$ cat src/rtl/uart_pkg.sv
// uart_pkg: types and constants shared by the UART receiver and transmitter.
//   state_t    - receiver frame state
//   SAMPLE_MID - centre sample index within a 16-tick bit period
//   BIT_END    - sample index whose tick closes a bit period
//   calc_div   - clocks per oversample tick, rounded to nearest, never below 1
package uart_pkg;

  typedef enum logic [2:0] {
    IDLE,
    START,
    DATA,
    STOP,
    WAIT_HIGH
  } state_t;

  localparam int SAMPLE_MID = 8;
  localparam int BIT_END    = 15;

  function automatic int calc_div(input int clk_hz, input int baud, input int oversample);
    int tick_hz;
    int d;
    tick_hz = baud * oversample;
    d = (clk_hz + tick_hz / 2) / tick_hz;
    return (d < 1) ? 1 : d;
  endfunction

endpackage

$ cat src/rtl/uart_baud_tick.sv
// uart_baud_tick: oversample tick generator, one clk-wide pulse every DIV clocks.
//   clk     - system clock
//   rst     - asynchronous active-high reset
//   restart - clears the divider so the next tick lands DIV clocks later
//   tick    - registered single-cycle pulse
module uart_baud_tick #(
  parameter int DIV = 27
) (
  input  logic clk,
  input  logic rst,
  input  logic restart,
  output logic tick
);

  localparam int CW = (DIV > 1) ? $clog2(DIV) : 1;
  localparam logic [CW-1:0] LAST = CW'(DIV - 1);

  logic [CW-1:0] cnt;

  always_ff @(posedge clk or posedge rst) begin
    if (rst) begin
      cnt  <= '0;
      tick <= 1'b0;
    end else if (restart) begin
      cnt  <= '0;
      tick <= 1'b0;
    end else if (cnt == LAST) begin
      cnt  <= '0;
      tick <= 1'b1;
    end else begin
      cnt  <= cnt + CW'(1);
      tick <= 1'b0;
    end
  end

endmodule

$ cat src/rtl/uart_rx.sv
// uart_rx: 8N1 receiver, 16x oversampling, 3-sample majority per bit,
// false-start rejection and a single-entry valid/ready holding register.
//   clk, rst  - system clock, asynchronous active-high reset
//   rx        - raw asynchronous serial line, idle high
//   rx_data   - received byte, valid while rx_valid
//   rx_valid  - byte available, held until rx_ready accepts it
//   rx_ready  - consumer accepts on rx_valid & rx_ready at posedge
//   frame_err - one-cycle pulse, stop bit sampled low
//   overrun   - one-cycle pulse, byte completed while holding register full
//   busy      - receiver not in IDLE
module uart_rx
  import uart_pkg::*;
#(
  parameter int CLK_HZ     = 50000000,
  parameter int BAUD       = 115200,
  parameter int OVERSAMPLE = 16
) (
  input  logic       clk,
  input  logic       rst,
  input  logic       rx,
  output logic [7:0] rx_data,
  output logic       rx_valid,
  input  logic       rx_ready,
  output logic       frame_err,
  output logic       overrun,
  output logic       busy
);

  localparam int DIV = calc_div(CLK_HZ, BAUD, OVERSAMPLE);
  localparam logic [3:0] S_FIRST = 4'(SAMPLE_MID - 1);
  localparam logic [3:0] S_LAST  = 4'(SAMPLE_MID + 1);
  localparam logic [3:0] S_END   = 4'(BIT_END);

  state_t     state, state_d;
  logic       rx_meta, rx_s;
  logic       tick, restart, bit_end, maj;
  logic       byte_done, fe_set;
  logic [3:0] s;
  logic [2:0] bit_idx;
  logic [2:0] samples;
  logic [7:0] shift_reg;

  // Synchroniser flops reset high so reset release never looks like a start bit.
  // NOTE: sequential state uses non-blocking assignments so every flop samples
  // pre-edge values regardless of block ordering.
  always_ff @(posedge clk or posedge rst) begin
    if (rst) begin
      rx_meta <= 1'b1;
      rx_s    <= 1'b1;
    end else begin
      rx_meta <= rx;
      rx_s    <= rx_meta;
    end
  end

  uart_baud_tick #(.DIV(DIV)) u_tick (
    .clk     (clk),
    .rst     (rst),
    .restart (restart),
    .tick    (tick)
  );

  assign bit_end = tick && (s == S_END);
  assign maj     = (samples[0] & samples[1]) | (samples[0] & samples[2]) | (samples[1] & samples[2]);
  assign busy    = (state != IDLE);

  always_ff @(posedge clk or posedge rst) begin
    if (rst) state <= IDLE;
    else     state <= state_d;
  end

  // NOTE: every output of this block gets a default first, so no path can
  // leave one unassigned and infer a latch.
  always_comb begin
    state_d   = state;
    restart   = 1'b0;
    byte_done = 1'b0;
    fe_set    = 1'b0;
    case (state)
      IDLE: begin
        if (!rx_s) begin
          state_d = START;
          restart = 1'b1;   // phase-align sampling to the falling edge
        end
      end
      START: begin
        if (bit_end) state_d = maj ? IDLE : DATA;   // high majority = glitch
      end
      DATA: begin
        if (bit_end && bit_idx == 3'd7) state_d = STOP;
      end
      STOP: begin
        if (bit_end) begin
          if (maj) begin
            byte_done = 1'b1;
            state_d   = IDLE;
          end else begin
            fe_set  = 1'b1;
            state_d = WAIT_HIGH;
          end
        end
      end
      WAIT_HIGH: begin
        if (rx_s) state_d = IDLE;   // wait out a break before hunting again
      end
      default: state_d = IDLE;
    endcase
  end

  // Bit timing and byte assembly. The assembly register is only copied out on
  // byte_done, so an aborted frame never reaches rx_data.
  always_ff @(posedge clk or posedge rst) begin
    if (rst) begin
      s         <= '0;
      bit_idx   <= '0;
      samples   <= '0;
      shift_reg <= '0;
    end else begin
      if (restart) begin
        s <= '0;
      end else if (tick && (state inside {START, DATA, STOP})) begin
        s <= s + 4'd1;
        if (s >= S_FIRST && s <= S_LAST) samples <= {samples[1:0], rx_s};
      end
      if (state == START && bit_end) bit_idx <= '0;
      if (state == DATA && bit_end) begin
        shift_reg[bit_idx] <= maj;   // LSB first
        bit_idx            <= bit_idx + 3'd1;
      end
    end
  end

  // Holding register and status pulses. A byte arriving while full is only
  // accepted if the consumer takes the old byte in that same cycle.
  always_ff @(posedge clk or posedge rst) begin
    if (rst) begin
      rx_data   <= '0;
      rx_valid  <= 1'b0;
      frame_err <= 1'b0;
      overrun   <= 1'b0;
    end else begin
      frame_err <= fe_set;
      overrun   <= byte_done && rx_valid && !rx_ready;
      if (byte_done) begin
        if (!rx_valid || rx_ready) begin
          rx_data  <= shift_reg;
          rx_valid <= 1'b1;
        end
      end else if (rx_valid && rx_ready) begin
        rx_valid <= 1'b0;
      end
    end
  end

endmodule

$ cat config.mk
export PLATFORM = sky130hd
export DESIGN_NAME = uart_rx
export DESIGN_NICKNAME = d
export VERILOG_FILES = /design/src/rtl/uart_pkg.sv /design/src/rtl/uart_baud_tick.sv /design/src/rtl/uart_rx.sv
export SDC_FILE = /design/constraint.sdc
export NUM_CORES = 1
export LEC_CHECK = 0
export CAP_MARGIN = 10
export CORE_MARGIN = 8
export CORE_UTILIZATION = 56
export CTS_CLUSTER_DIAMETER = 120
export DETAILED_ROUTE_END_ITERATION = 8
export MAX_ROUTING_LAYER = met4
export PLACE_DENSITY = 0.78
export SLEW_MARGIN = 10
export SYNTH_ARGS = -nofsm -noshare
export SYNTH_HDL_FRONTEND = slang
export SYNTH_SLANG_ARGS = --single-unit
$ cat constraint.sdc
create_clock -name clk -period 2.2 [get_ports clk]
set_input_delay 0.44 -clock clk [delete_from_list [all_inputs] [get_ports clk]]
set_output_delay 0.44 -clock clk [all_outputs]
set_load 0.01 [all_outputs]
### Word-level counts from Yosys, hierarchy flattened

Index checks and enable logic that the tools add are counted.

| storage, ports and cells | value |
|---|---|
| output and inout port bits | 12 |
| word-level logic and storage cells | 92 |
| flip-flop bits (word level) | 40 |

| cells by class | value |
|---|---|
| add/subtract/negate cells | 3 |
| bitwise logic cells | 6 |
| muxes and demuxes | 30 |
| order comparisons | 4 |
| equality and inequality tests | 13 |
| reduce and logical (&&, ||, !) cells | 23 |

Operators with widths:

| kind | count |
|---|---|
| $mux W3 | 8 |
| $pmux W3 S5 | 1 |
| $mux W1 | 14 |
| $logic_and A1 B1 Y1 | 10 |
| $mux W5 | 2 |
| $ne A2 B2 Y1 const B | 5 |
| $bwmux W8 | 1 |
| $mux W4 | 2 |
| $eq A3 B2 Y1 const B | 2 |
| $eq A3 B3 Y1 const B | 2 |
| $reduce_bool A2 Y1 | 3 |
| $reduce_bool A3 Y1 | 2 |
| $add A5 B1 Y5 const B | 1 |
| $eq A5 B5 Y1 const B | 1 |
| $reduce_and A5 Y1 | 1 |
| $add A4 B1 Y4 const B | 1 |
| $eq A4 B4 Y1 const B | 1 |
| $ge A4 B3 Y1 const B | 1 |
| $le A4 B4 Y1 const B | 1 |
| $lt A3 B4 Y1 const B | 1 |
| $reduce_and A2 Y1 | 2 |
| $add A3 B1 Y3 const B | 1 |
| $and A1 B1 Y1 | 3 |
| $demux W1 S3 | 1 |
| other kinds (10) | 12 |

### Depth between registers and ports, before layout

| logic depth | value |
|---|---|
| depth in word-level cells | 8 |
| gate-level depth with buffers | 6 |
| mapped depth without buffers | 6 |

### By module

From an unflattened synthesis, not the netlist that was laid out.

| second synthesis, totals | value |
|---|---|
| cells, all modules | 164 |
| area total of the unflattened synthesis | 1948.1 um2 |

By module, submodules not included:

| module | cells an instance | sequential area each (um2) | area an instance (um2) | times used |
|---|---|---|---|---|
| uart_rx | 139 | 853.3 | 1644.1 | 1 |
| uart_baud_tick | 25 | 150.1 | 304.0 | 1 |

### Worst setup path before layout

No wires, ideal clock.

| timing path | value |
|---|---|
| kind | register -> register |
| from | reg s[0] |
| to | reg shift_reg[3] |
| cell stages (with the launch flop) | 7 |
| path slack | 474 ps |
| arrival | 1601 ps |
| required time | 2075 ps |
| path buffers | 1 |
| period minus slack after synthesis | 1726 ps |
| cells stage by stage | dfrtp_1 -> ha_1 -> and4_1 -> buf_6 -> nand2_4 -> or3_4 -> mux2_4 |

| between the ends | value |
|---|---|
| cells in the longest elaborated chain, start to end | 3 |

Ends and longest elaborated chain:

| item | RTL line | source |
|---|---|---|
| start, declared | uart_rx.sv:38 | `logic [3:0] s;` |
| start signal, assigned | uart_rx.sv:122 | `s <= s + 4'd1;` |
| $eq A4 B4 Y1 | uart_rx.sv:63 | `assign bit_end = tick && (s == S_END);` |
| $logic_and A1 B1 Y1 | uart_rx.sv:63 |  |
| $logic_and A1 B1 Y1 | uart_rx.sv:126 | `if (state == DATA && bit_end) begin` |
| end signal, assigned by index | uart_rx.sv:127 | `shift_reg[bit_idx] <= maj;` |
| end, declared | uart_rx.sv:41 | `logic [7:0] shift_reg;` |

No other way between the ends.
A chain may end at the register's enable or synchronous reset.

### Final worst setup path

| timing path | value |
|---|---|
| from | reg state[0] |
| to | out busy |

| between the ends | value |
|---|---|
| cells in the longest elaborated chain, start to end | 1 |

Ends and longest elaborated chain:

| item | RTL line | source |
|---|---|---|
| start, declared | uart_rx.sv:34 | `state_t state, state_d;` |
| start signal, assigned | uart_rx.sv:69 | `else state <= state_d;` |
| $reduce_bool A3 Y1 | uart_rx.sv:65 | `assign busy = (state != IDLE);` |
| end, declared | uart_rx.sv:26 | `output logic busy` |

No other way between the ends.

==> impl_metrics.yaml <==
status:
  status: "finished clean"
floorplan:
  die_x_um: 73.6
  num_io_pins: 16
  die_h_um: 73.6
  rows: 21
  coreArea_um2: 3260
  initial_core_util: 0.571
  dieArea_um2: 5420
worst_setup_path:
  reg2reg_from: "s[0]$_DFFE_PP0P_"
  rr_worst_depth: 5
  cpLargestDelayFamily: "buffers and inverters"
  regToRegEndpoint: "shift_reg[3]$_DFFE_PP0P_"
  cp_max_fo: 3
  critPathKind: "register to primary output"
  crit_required_ns: 1.76
  crit_path_cell_trace: "or3_1, clkdlybuf4s50_1"
  cp.arrival_ns: 1.72
  cp-end-kind: "primary output"
  critPathLaunchType: "register"
  crit_slowest_cell: "clkdlybuf4s50_1"
  r2r_slack_ns: 0.33
  slowest_delay_ns: 0.51
  cp_num_buf_inv: 1
logic_synthesis:
  ys_ff_latch: 40
  yosysSeqAreaShare: 0.539
  synth_top_area_frac: 0.511
  synthTopCellsByArea: "dfrtp_1 (51%), mux2_2 (11%), ha_1 (4.7%), nor2_1 (4.2%), dfstp_2 (2.8%)"
  yosysTopAreaCell: "dfrtp_1"
  syn_nets: 171
  synth.most_common_cell: "dfrtp_1"
  synthCells: 160
  yosys-top-cells-count: "dfrtp_1 (38), nor2_1 (21), mux2_2 (18)"
  async_flop_share: 1.00
  synth_cell_types: 38
  ys_warn_count: 0
  syn_avg_cell_area_um2: 11.6
  syn_area_um2: 1860
  synth-edff-count: 0
  synth_flop_cell: "dfrtp_1"
detailed_routing:
  drt_first_iter_violations: 65
  routed_wl_mm: 3.27
  viasPerCell: 5.50
  wl_per_cell_um: 14.4
  drc_errors: 0
  num_vias: 1248
  ant_nets: 0
  firstDrtPassIters: 4
power_and_ir_drop:
  p_leak_nw: 0.998
  p_total_mw: 1.15
  powerDensity_nw_per_um2: 541
  vdd_drop_max_uv: 397
cts:
  cts_hold_buf: 0
  cts-resized-gates: 0
  cts_tree: "yes"
  cts_setup_buffers: 0
  cts_sinks: 40
  htreeDepth: 2
  clock_path_buffers: 2
  clock_latency_ns: 0.36
  path_clk_slew_ns: 0.13
  cts_inserted_buffers: 5
  clockRootBuffer: "clkbuf_4"
global_routing:
  antenna_found_initial: 0
  grt_pass1_vias: 1275
  grt_max_degree: 41
  grt_overflow_total: 0
  grt.total_usage: 0.142
  grt_pass1_wl_mm: 5.71
placement:
  gp_congestion: 0.866
  portBuffers: 15
  place_inst: 219
  dp_hpwl_mm: 2.42
finish:
  antennaDiodeCount: 0
  finalNetCount: 191
  area_growth_pct: 14.3
  fin_cells: 227
  fin_util: 0.652
  drive_above_1_share: 0.210
sta:
  skew_ns: 0.0204
  post-route-min-period_ns: 2.16
  rsz0062_at_grt: "false"
  hold_viol_final: 0
  finalSetupViolations: 0
  slew_headroom: 0.681
  fmax_mhz: 464
  fin_tns_setup_ns: 0
  maxSlewViolCount: 0
  finalCritPeriodShare: 0.980
  tightestPinTransition_ns: 0.479
hold_path:
  holdPathStages: 0
  hp-start: "rx_meta$_DFF_PP1_"
  whs_endpoint: "rx_s$_DFF_PP1_"
  worstHoldPathType: "register to register"
job:
  maxCapViolations: 0
## cells in the final DEF (no fill, tap or decap), types with 3 or more instances in the layout
cell             instances
o21ai_0                  4
buf_4                    5
mux2_2                  18
nand3b_1                 3
clkdlybuf4s50_1         15
nand4_1                  3
nand3_1                  8
xnor2_1                  4
nand2_1                 12
dfrtp_1                 38
inv_1                    4
clkbuf_4                 5
ha_1                     7
nor2_1                  21
## worst register-to-register path, delay by kind of cell (launching register included)
family        cells  cell delay, ns
mux               1            0.30
fa+ha+maj         1            0.22
simple gates      3            0.83
flops             1            0.44
## how the worst max path moves through the flow
| stage | start | cells after the start | endpoint | slack, ns |
|---|---|---|---|---|
| after detailed placement | rx_ready | 4 | rx_data[2]$_DFFE_PP0P_ | 0.30 |
| after floorplan | s[0]$_DFFE_PP0P_ | 6 | shift_reg[3]$_DFFE_PP0P_ | 0.47 |
| after global routing | state[0]$_DFFE_PP0P_ | 2 | busy | 0.003 |
| after global placement | s[0]$_DFFE_PP0P_ | 5 | shift_reg[3]$_DFFE_PP0P_ | 0.38 |
| after CTS | state[0]$_DFFE_PP0P_ | 2 | busy | 0.03 |
| final | state[0]$_DFFE_PP0P_ | 2 | busy | 0.04 |
## final cells by class
cell class                      instances  area, um2
Inverter                                4       15.0
Fill cell                             282       1130
Clock inverter                          1       7.51
Tap cell                               46       57.6
Clock buffer                            7       55.1
Timing Repair Buffer                   20        188
Sequential cell                        40       1000
Multi-Input combinational cell        109        800
## where the power goes
part	internal, mW	switching (mW)	leakage, nW
Clock	0.157	0.233	0.0315
Combinational	0.00667	0.0142	0.439
Sequential	0.738	0.00166	0.527
Total	0.902	0.249	0.998
## routing by layer
layer / share of wire / wire length (um) / track usage / vias to the layer above
li1: - / - / - / 597
met1: 0.43 / 1390 / 0.161 / 613
met2: 0.51 / 1660 / 0.223 / 28
met3: 0.044 / 144 / 0.0437 / 10
met4: 0.024 / 77 / 0.0665 / 0
met5: 0 / 0 / - / -
## stage by stage
stage | setup WS (ns) | instance area [um2] | hold WS (ns)
after floorplan | 0.474 | 1860 | 0.345
after global placement | 0.378 | 2060 | 0.349
after detailed placement | 0.301 | 2060 | 0.349
after CTS | 0.0334 | 2130 | 0.365
after global routing | 0.00314 | 2130 | 0.370
final | 0.0441 | 2130 | 0.364
## kinds of logic after synthesis
| family | after synthesis | synth area share |
|---|---|---|
| adders and majority gates | 8 | 0.0525 |
| and+or+nand+nor | 66 | 0.195 |
| xor gates and xnor gates | 6 | 0.0282 |
| AOI/OAI and AO/OA | 8 | 0.0262 |
| DFF | 40 | 0.539 |
| buffers and inverters | 11 | 0.0309 |
| muxes | 21 | 0.128 |
Power figures use the tool's default switching activity.
